<file path="config.mk">
export PLATFORM = sky130hd
export DESIGN_NAME = bezier_lut_sequencer
export DESIGN_NICKNAME = d
export VERILOG_FILES = /design/src/rtl/bezier_lut_sequencer.sv
export SDC_FILE = /design/constraint.sdc
export NUM_CORES = 1
export LEC_CHECK = 0
export CELL_PAD_IN_SITES_DETAIL_PLACEMENT = 0
export CELL_PAD_IN_SITES_GLOBAL_PLACEMENT = 2
export CORE_ASPECT_RATIO = 1.4
export CORE_MARGIN = 2
export CORE_UTILIZATION = 27
export CTS_BUF_LIST = sky130_fd_sc_hd__clkbuf_4 sky130_fd_sc_hd__clkbuf_8 sky130_fd_sc_hd__clkbuf_16
export DETAILED_ROUTE_END_ITERATION = 10
export GPL_ROUTABILITY_DRIVEN = 0
export HOLD_SLACK_MARGIN = 0.06
export PLACE_DENSITY_LB_ADDON = 0.05
export SKIP_LAST_GASP = 1
export SLEW_MARGIN = 20
export SYNTH_ARGS = -nofsm -noshare
export SYNTH_HDL_FRONTEND = slang
export SYNTH_SLANG_ARGS = --single-unit
</file>
<file path="constraint.sdc">
create_clock -name CLK -period 2 [get_ports CLK]
set_clock_uncertainty 0.2 [all_clocks]
set_input_delay 0.2 -clock CLK [delete_from_list [all_inputs] [get_ports CLK]]
set_output_delay 0.2 -clock CLK [all_outputs]
set_load 0.005 [all_outputs]
</file>
<file path="src/rtl/bezier_lut_sequencer.sv">
// Drives the quadratic-Bezier datapath across T and writes the 256-entry tone
// curve into the inactive half of a ping-pong LUT, swapping banks on VSYNC.
module bezier_lut_sequencer #(
    parameter int PIPE_LAT = 2
) (
    input  logic        CLK,
    input  logic        RESET_N,
    input  logic [9:0]  CFG_P1,
    input  logic [9:0]  CFG_P2,
    input  logic        CFG_LOAD,
    input  logic        VSYNC,
    output logic [9:0]  BZ_P1,
    output logic [9:0]  BZ_P2,
    output logic [15:0] BZ_T,
    input  logic [7:0]  BZ_TT,
    output logic        LUT_WE,
    output logic        LUT_WBANK,
    output logic [7:0]  LUT_WADDR,
    output logic [7:0]  LUT_WDATA,
    output logic        ACTIVE_BANK,
    output logic        BUSY,
    output logic        DONE
);

    localparam int CW = $clog2(PIPE_LAT + 1);

    typedef enum logic [1:0] {
        IDLE  = 2'd0,
        SWEEP = 2'd1,
        DRAIN = 2'd2,
        PEND  = 2'd3
    } state_t;

    state_t                      state_q, state_d;
    logic [9:0]                  p1_q, p1_d;
    logic [9:0]                  p2_q, p2_d;
    logic [7:0]                  idx_q, idx_d;
    logic                        iss_vld_q, iss_vld_d;
    logic [PIPE_LAT-1:0]         pv_q, pv_d;
    logic [PIPE_LAT-1:0][7:0]    pidx_q, pidx_d;
    logic [CW-1:0]               drain_cnt_q, drain_cnt_d;
    logic                        active_q, active_d;
    logic                        busy_q, busy_d;
    logic                        done_q, done_d;
    logic                        vsync_q, vsync_d;
    logic                        vsync_rise_s;

    assign vsync_rise_s = VSYNC & ~vsync_q;

    // Next-state: sweep control, (valid,idx) alignment pipe and bank swap.
    always_comb begin
        state_d     = state_q;
        p1_d        = p1_q;
        p2_d        = p2_q;
        idx_d       = idx_q;
        iss_vld_d   = iss_vld_q;
        drain_cnt_d = drain_cnt_q;
        active_d    = active_q;
        done_d      = 1'b0;
        vsync_d     = VSYNC;
        pv_d        = pv_q;
        pidx_d      = pidx_q;

        // Stage 0 captures the index currently presented on BZ_T.
        pv_d[0]   = iss_vld_q;
        pidx_d[0] = idx_q;
        for (int i = 1; i < PIPE_LAT; i++) begin
            pv_d[i]   = pv_q[i-1];
            pidx_d[i] = pidx_q[i-1];
        end

        if (CFG_LOAD) begin
            // Load always wins: stale in-flight samples are dropped this edge.
            p1_d        = CFG_P1;
            p2_d        = CFG_P2;
            idx_d       = 8'd0;
            iss_vld_d   = 1'b1;
            drain_cnt_d = '0;
            pv_d        = '0;
            state_d     = SWEEP;
        end else begin
            case (state_q)
                IDLE: begin
                    iss_vld_d = 1'b0;
                end
                SWEEP: begin
                    if (idx_q == 8'd255) begin
                        iss_vld_d   = 1'b0;
                        drain_cnt_d = '0;
                        state_d     = DRAIN;
                    end else begin
                        idx_d = idx_q + 8'd1;
                    end
                end
                DRAIN: begin
                    if (drain_cnt_q == CW'(PIPE_LAT - 1)) begin
                        state_d = PEND;
                    end else begin
                        drain_cnt_d = drain_cnt_q + CW'(1);
                    end
                end
                PEND: begin
                    if (vsync_rise_s) begin
                        active_d = ~active_q;
                        done_d   = 1'b1;
                        state_d  = IDLE;
                    end else begin
                        state_d = PEND;
                    end
                end
                default: begin
                    state_d   = IDLE;
                    iss_vld_d = 1'b0;
                    pv_d      = '0;
                end
            endcase
        end

        busy_d = (state_d != IDLE);
    end

    // State and output registers.
    always_ff @(posedge CLK or negedge RESET_N) begin
        if (!RESET_N) begin
            state_q     <= IDLE;
            p1_q        <= 10'd0;
            p2_q        <= 10'd0;
            idx_q       <= 8'd0;
            iss_vld_q   <= 1'b0;
            pv_q        <= '0;
            pidx_q      <= '0;
            drain_cnt_q <= '0;
            active_q    <= 1'b0;
            busy_q      <= 1'b0;
            done_q      <= 1'b0;
            vsync_q     <= 1'b0;
        end else begin
            state_q     <= state_d;
            p1_q        <= p1_d;
            p2_q        <= p2_d;
            idx_q       <= idx_d;
            iss_vld_q   <= iss_vld_d;
            pv_q        <= pv_d;
            pidx_q      <= pidx_d;
            drain_cnt_q <= drain_cnt_d;
            active_q    <= active_d;
            busy_q      <= busy_d;
            done_q      <= done_d;
            vsync_q     <= vsync_d;
        end
    end

    assign BZ_P1       = p1_q;
    assign BZ_P2       = p2_q;
    assign BZ_T        = {idx_q, idx_q};
    assign LUT_WE      = pv_q[PIPE_LAT-1];
    assign LUT_WADDR   = pidx_q[PIPE_LAT-1];
    assign LUT_WDATA   = pv_q[PIPE_LAT-1] ? BZ_TT : 8'd0;
    assign LUT_WBANK   = ~active_q;
    assign ACTIVE_BANK = active_q;
    assign BUSY        = busy_q;
    assign DONE        = done_q;

endmodule

</file>
==> insert_results.sql <==
INSERT INTO impl_metrics (metric_group, metric, value, unit) VALUES
('run_status', 'status', 'complete, no violations', ''),
('routing', 'totalWireLength', '4980', 'um'),
('sta', 'final_hold_violation_count', '0', ''),
('synth', 'synth_commonest_cells', 'sky130_fd_sc_hd__dfrtp_1 (55), sky130_fd_sc_hd__mux2_1 (20), sky130_fd_sc_hd__buf_4 (16)', ''),
('clock_network', 'tritoncts', 'done', ''),
('routing', 'drt_iter0_markers', '59', ''),
('cells_and_area', 'insertedDiodeCount', '0', ''),
('global_routing', 'globalRouteTotalUtil', '0.116', ''),
('clock_network', 'clock_path_buffers', '2', ''),
('sta', 'worstMarginPinSlew', '0.584', 'ns'),
('synth', 'synth_top_area_share', '0.629', ''),
('floorplan', 'number_of_cell_rows', '38', ''),
('sta', 'worst_slew_margin_relative_to_its_limit', '0.611', ''),
('critical_path', 'path_max_fanout', '9', ''),
('floorplan', 'ios', '89', ''),
('synth', 'yosys_warn_count', '0', ''),
('floorplan', 'width_of_the_die', '80.1', 'um'),
('synth', 'synth_ff_type', 'sky130_fd_sc_hd__dfrtp_1', ''),
('routing', 'drt-wirelength-per-cell', '14.3', 'um'),
('synth', 'synth_edf_count', '0', ''),
('routing', 'detail_route.first_pass.iterations', '3', ''),
('synth', 'syn_avg_cell_area', '13.2', 'um2'),
('synth', 'yosys-top-cells-area', 'sky130_fd_sc_hd__dfrtp_1 (63%), sky130_fd_sc_hd__mux2_1 (10%), sky130_fd_sc_hd__buf_4 (5.5%)', ''),
('power_and_ir_drop', 'pwr_density', '696', 'mW/mm2'),
('critical_path', 'crit_path_top_delay_cell', 'sky130_fd_sc_hd__clkdlybuf4s50_1', ''),
('placed_design', 'port_buffers', '88', ''),
('clock_network', 'clkSlewWorstSetupHoldPaths', '0.11', 'ns'),
('global_routing', 'grt_start_max_net_pins', '33', ''),
('routing', 'final_antenna_net_count', '0', ''),
('synth', 'postSynthNetCount', '200', ''),
('sta', 'max_freq', '546', 'MHz'),
('clock_network', 'post_cts.resized_instances', '0', ''),
('clock_network', 'cts_hold_buf', '1', ''),
('cells_and_area', 'fin_util', '0.414', ''),
('global_routing', 'grt_pass1_vias', '1553', ''),
('sta', 'final_min_period_over_clock_period', '0.916', ''),
('cells_and_area', 'syn_to_final_growth', '47.7', '%'),
('critical_path', 'r2r_depth', '5', ''),
('synth', 'synthMostInstantiatedCell', 'sky130_fd_sc_hd__dfrtp_1', ''),
('floorplan', 'initial_utilization', '0.280', ''),
('clock_network', 'tritoncts.num_buffers', '5', ''),
('routing', 'detailroute.via_count', '1495', ''),
('clock_network', 'ctsRootBufferMaster', 'sky130_fd_sc_hd__clkbuf_8', ''),
('min_path', 'min_delay_path_depth', '0', ''),
('routing', 'drt-vias-per-instance', '4.28', ''),
('clock_network', 'clkSinkCount', '55', ''),
('global_routing', 'grt_first_pass_wirelength', '8080', 'um'),
('global_routing', 'grt_antenna_before_repair', '0', ''),
('synth', 'post_synth_num_cell_types', '34', ''),
('floorplan', 'core_area', '0.00780', 'mm2'),
('clock_network', 'cts.repair_timing.setup_buffer_count', '0', ''),
('critical_path', 'end_kind', 'primary output', ''),
('cells_and_area', 'final_net_count', '282', ''),
('critical_path', 'timing.critical_path.cells', 'and2_1 > clkdlybuf4s50_1', ''),
('sta', 'setup_tns', '0', 'ns'),
('critical_path', 'timing_worst_setup_path_type', 'flip-flop to primary output', ''),
('critical_path', 'regToRegEndpoint', 'idx_q[1]', ''),
('min_path', 'holdPathEnd', 'LUT_WADDR[4]', ''),
('flow_run', 'drv_cap', '0', ''),
('cells_and_area', 'drive_gt1_frac', '0.0643', ''),
('clock_network', 'h_tree_depth_reported_by_cts', '2', ''),
('min_path', 'timing.hold.worst.start', 'pidx_d[12]', ''),
('synth', 'post_synth_instance_area', '0.00219', 'mm2'),
('sta', 'period_needed', '1.83', 'ns'),
('floorplan', 'fp.dieArea', '0.00885', 'mm2'),
('floorplan', 'die_y', '110', 'um'),
('sta', 'finalSetupViolations', '0', ''),
('clock_network', 'clock_latency', '0.31', 'ns'),
('critical_path', 'worst_ep_required_time', '1.60', 'ns'),
('synth', 'synth-seq-area-share', '0.629', ''),
('power_and_ir_drop', 'worst_ir_drop_vdd', '0.312', 'mV');
[sequential cells by signal (all words and copies together), names as in the netlist]
register and flops:
BZ_P1 10, BZ_P2 10, LUT_WADDR 8, idx_q 8
pidx_d 8, drain_cnt_q 2, pv_q 2, state_q 2
ACTIVE_BANK 1, BUSY 1, DONE 1, iss_vld_q 1
vsync_q 1
[area by class of cell]
| cell class | instances | area, um2 |
|---|---|---|
| Timing Repair Buffer | 96 | 951 |
| Sequential cell | 55 | 1380 |
| Fill cell | 758 | 4570 |
| Inverter | 3 | 11.3 |
| Clock inverter | 3 | 46.3 |
| Tap cell | 100 | 125 |
| Multi-Input combinational cell | 87 | 651 |
| Clock buffer | 5 | 68.8 |
[per-layer routing]
metal  part of all wire  global-route usage  wire length [um]
met1               0.39               0.136              1950
met2               0.55               0.206              2730
met3              0.053              0.0286               266
met4             0.0068              0.0339                34
met5                  0                   0                 0
[placed cells by master (no fill, tap or decap)]
master / netlist / final
sky130_fd_sc_hd__a21oi_1: 5 / 5
sky130_fd_sc_hd__a22oi_1: 1 / 1
sky130_fd_sc_hd__a31oi_1: 2 / 2
sky130_fd_sc_hd__and2_1: 9 / 9
sky130_fd_sc_hd__and4_1: 1 / 1
sky130_fd_sc_hd__and4b_1: 2 / 2
sky130_fd_sc_hd__buf_12: 0 / 1
sky130_fd_sc_hd__buf_2: 2 / 1
sky130_fd_sc_hd__buf_4: 16 / 6
sky130_fd_sc_hd__bufinv_16: 0 / 1
sky130_fd_sc_hd__clkbuf_8: 0 / 5
sky130_fd_sc_hd__clkdlybuf4s50_1: 0 / 87
sky130_fd_sc_hd__clkinvlp_4: 0 / 1
sky130_fd_sc_hd__dfrtp_1: 55 / 55
sky130_fd_sc_hd__dlygate4sd3_1: 0 / 1
sky130_fd_sc_hd__ha_1: 2 / 2
sky130_fd_sc_hd__inv_1: 3 / 3
sky130_fd_sc_hd__inv_6: 0 / 1
sky130_fd_sc_hd__mux2_1: 20 / 20
sky130_fd_sc_hd__mux2i_1: 1 / 1
sky130_fd_sc_hd__nand2_1: 3 / 3
sky130_fd_sc_hd__nand2b_1: 1 / 1
sky130_fd_sc_hd__nand3_1: 3 / 3
sky130_fd_sc_hd__nand3b_1: 3 / 3
sky130_fd_sc_hd__nand4_1: 2 / 2
sky130_fd_sc_hd__nand4b_1: 1 / 1
sky130_fd_sc_hd__nor2_1: 8 / 8
sky130_fd_sc_hd__nor2b_1: 3 / 3
sky130_fd_sc_hd__nor3_1: 2 / 2
sky130_fd_sc_hd__nor3b_1: 1 / 1
sky130_fd_sc_hd__nor4_1: 1 / 1
sky130_fd_sc_hd__o211ai_1: 4 / 4
sky130_fd_sc_hd__o21ai_0: 2 / 2
sky130_fd_sc_hd__o21ai_1: 2 / 2
sky130_fd_sc_hd__o21bai_1: 1 / 1
sky130_fd_sc_hd__or2_1: 2 / 2
sky130_fd_sc_hd__or3_1: 1 / 1
sky130_fd_sc_hd__xnor2_1: 1 / 1
sky130_fd_sc_hd__xor2_1: 3 / 3
[power by group]
group	switching, mW	internal (mW)	leakage, nW
registers	0.0271	1.17	0.689
clock network	0.370	0.378	0.0548
logic	0.102	0.201	0.600
total	0.499	1.75	1.34
[through the flow]
step                      power, mW  cell area [um2]  setup slack [ns]
after floorplan                1.30             2190             0.392
after global placement         1.52             3100             0.312
after detailed placement       1.53             3100             0.241
after CTS                      2.29             3230             0.143
after global routing           2.37             3230            0.0448
final                          2.25             3230             0.168
[worst max-delay path by stage]
stage | slack [ns] | endpoint | startpoint | cells past startpoint
4_1_cts | 0.14 | LUT_WDATA[3] | pv_q[1] | 2
3_5_place_dp | 0.24 | idx_q[1] | idx_q[1] | 5
2_1_floorplan | 0.39 | idx_q[5] | idx_q[0] | 5
5_1_grt | 0.04 | LUT_WDATA[7] | pv_q[1] | 2
3_3_place_gp | 0.31 | idx_q[1] | idx_q[1] | 5
6_report | 0.17 | LUT_WDATA[3] | pv_q[1] | 2
[worst max-delay path: cells and delay by family (launching register included)]
kind                   cells  cell delay (ns)
and+or+nand+nor            1             0.17
DFF                        1             0.46
buffers and inverters      1             0.50
[kinds of logic after synthesis]
kind of cell	after synthesis	share of synthesized area
AOI/OAI and AO/OA	17	0.0469
xor gates and xnor gates	4	0.0160
buffers and inverters	24	0.0732
DFF	55	0.629
and+or+nand+nor	43	0.116
adders and majority gates	2	0.0114
muxes	21	0.108
Power figures use the tool's default switching activity.
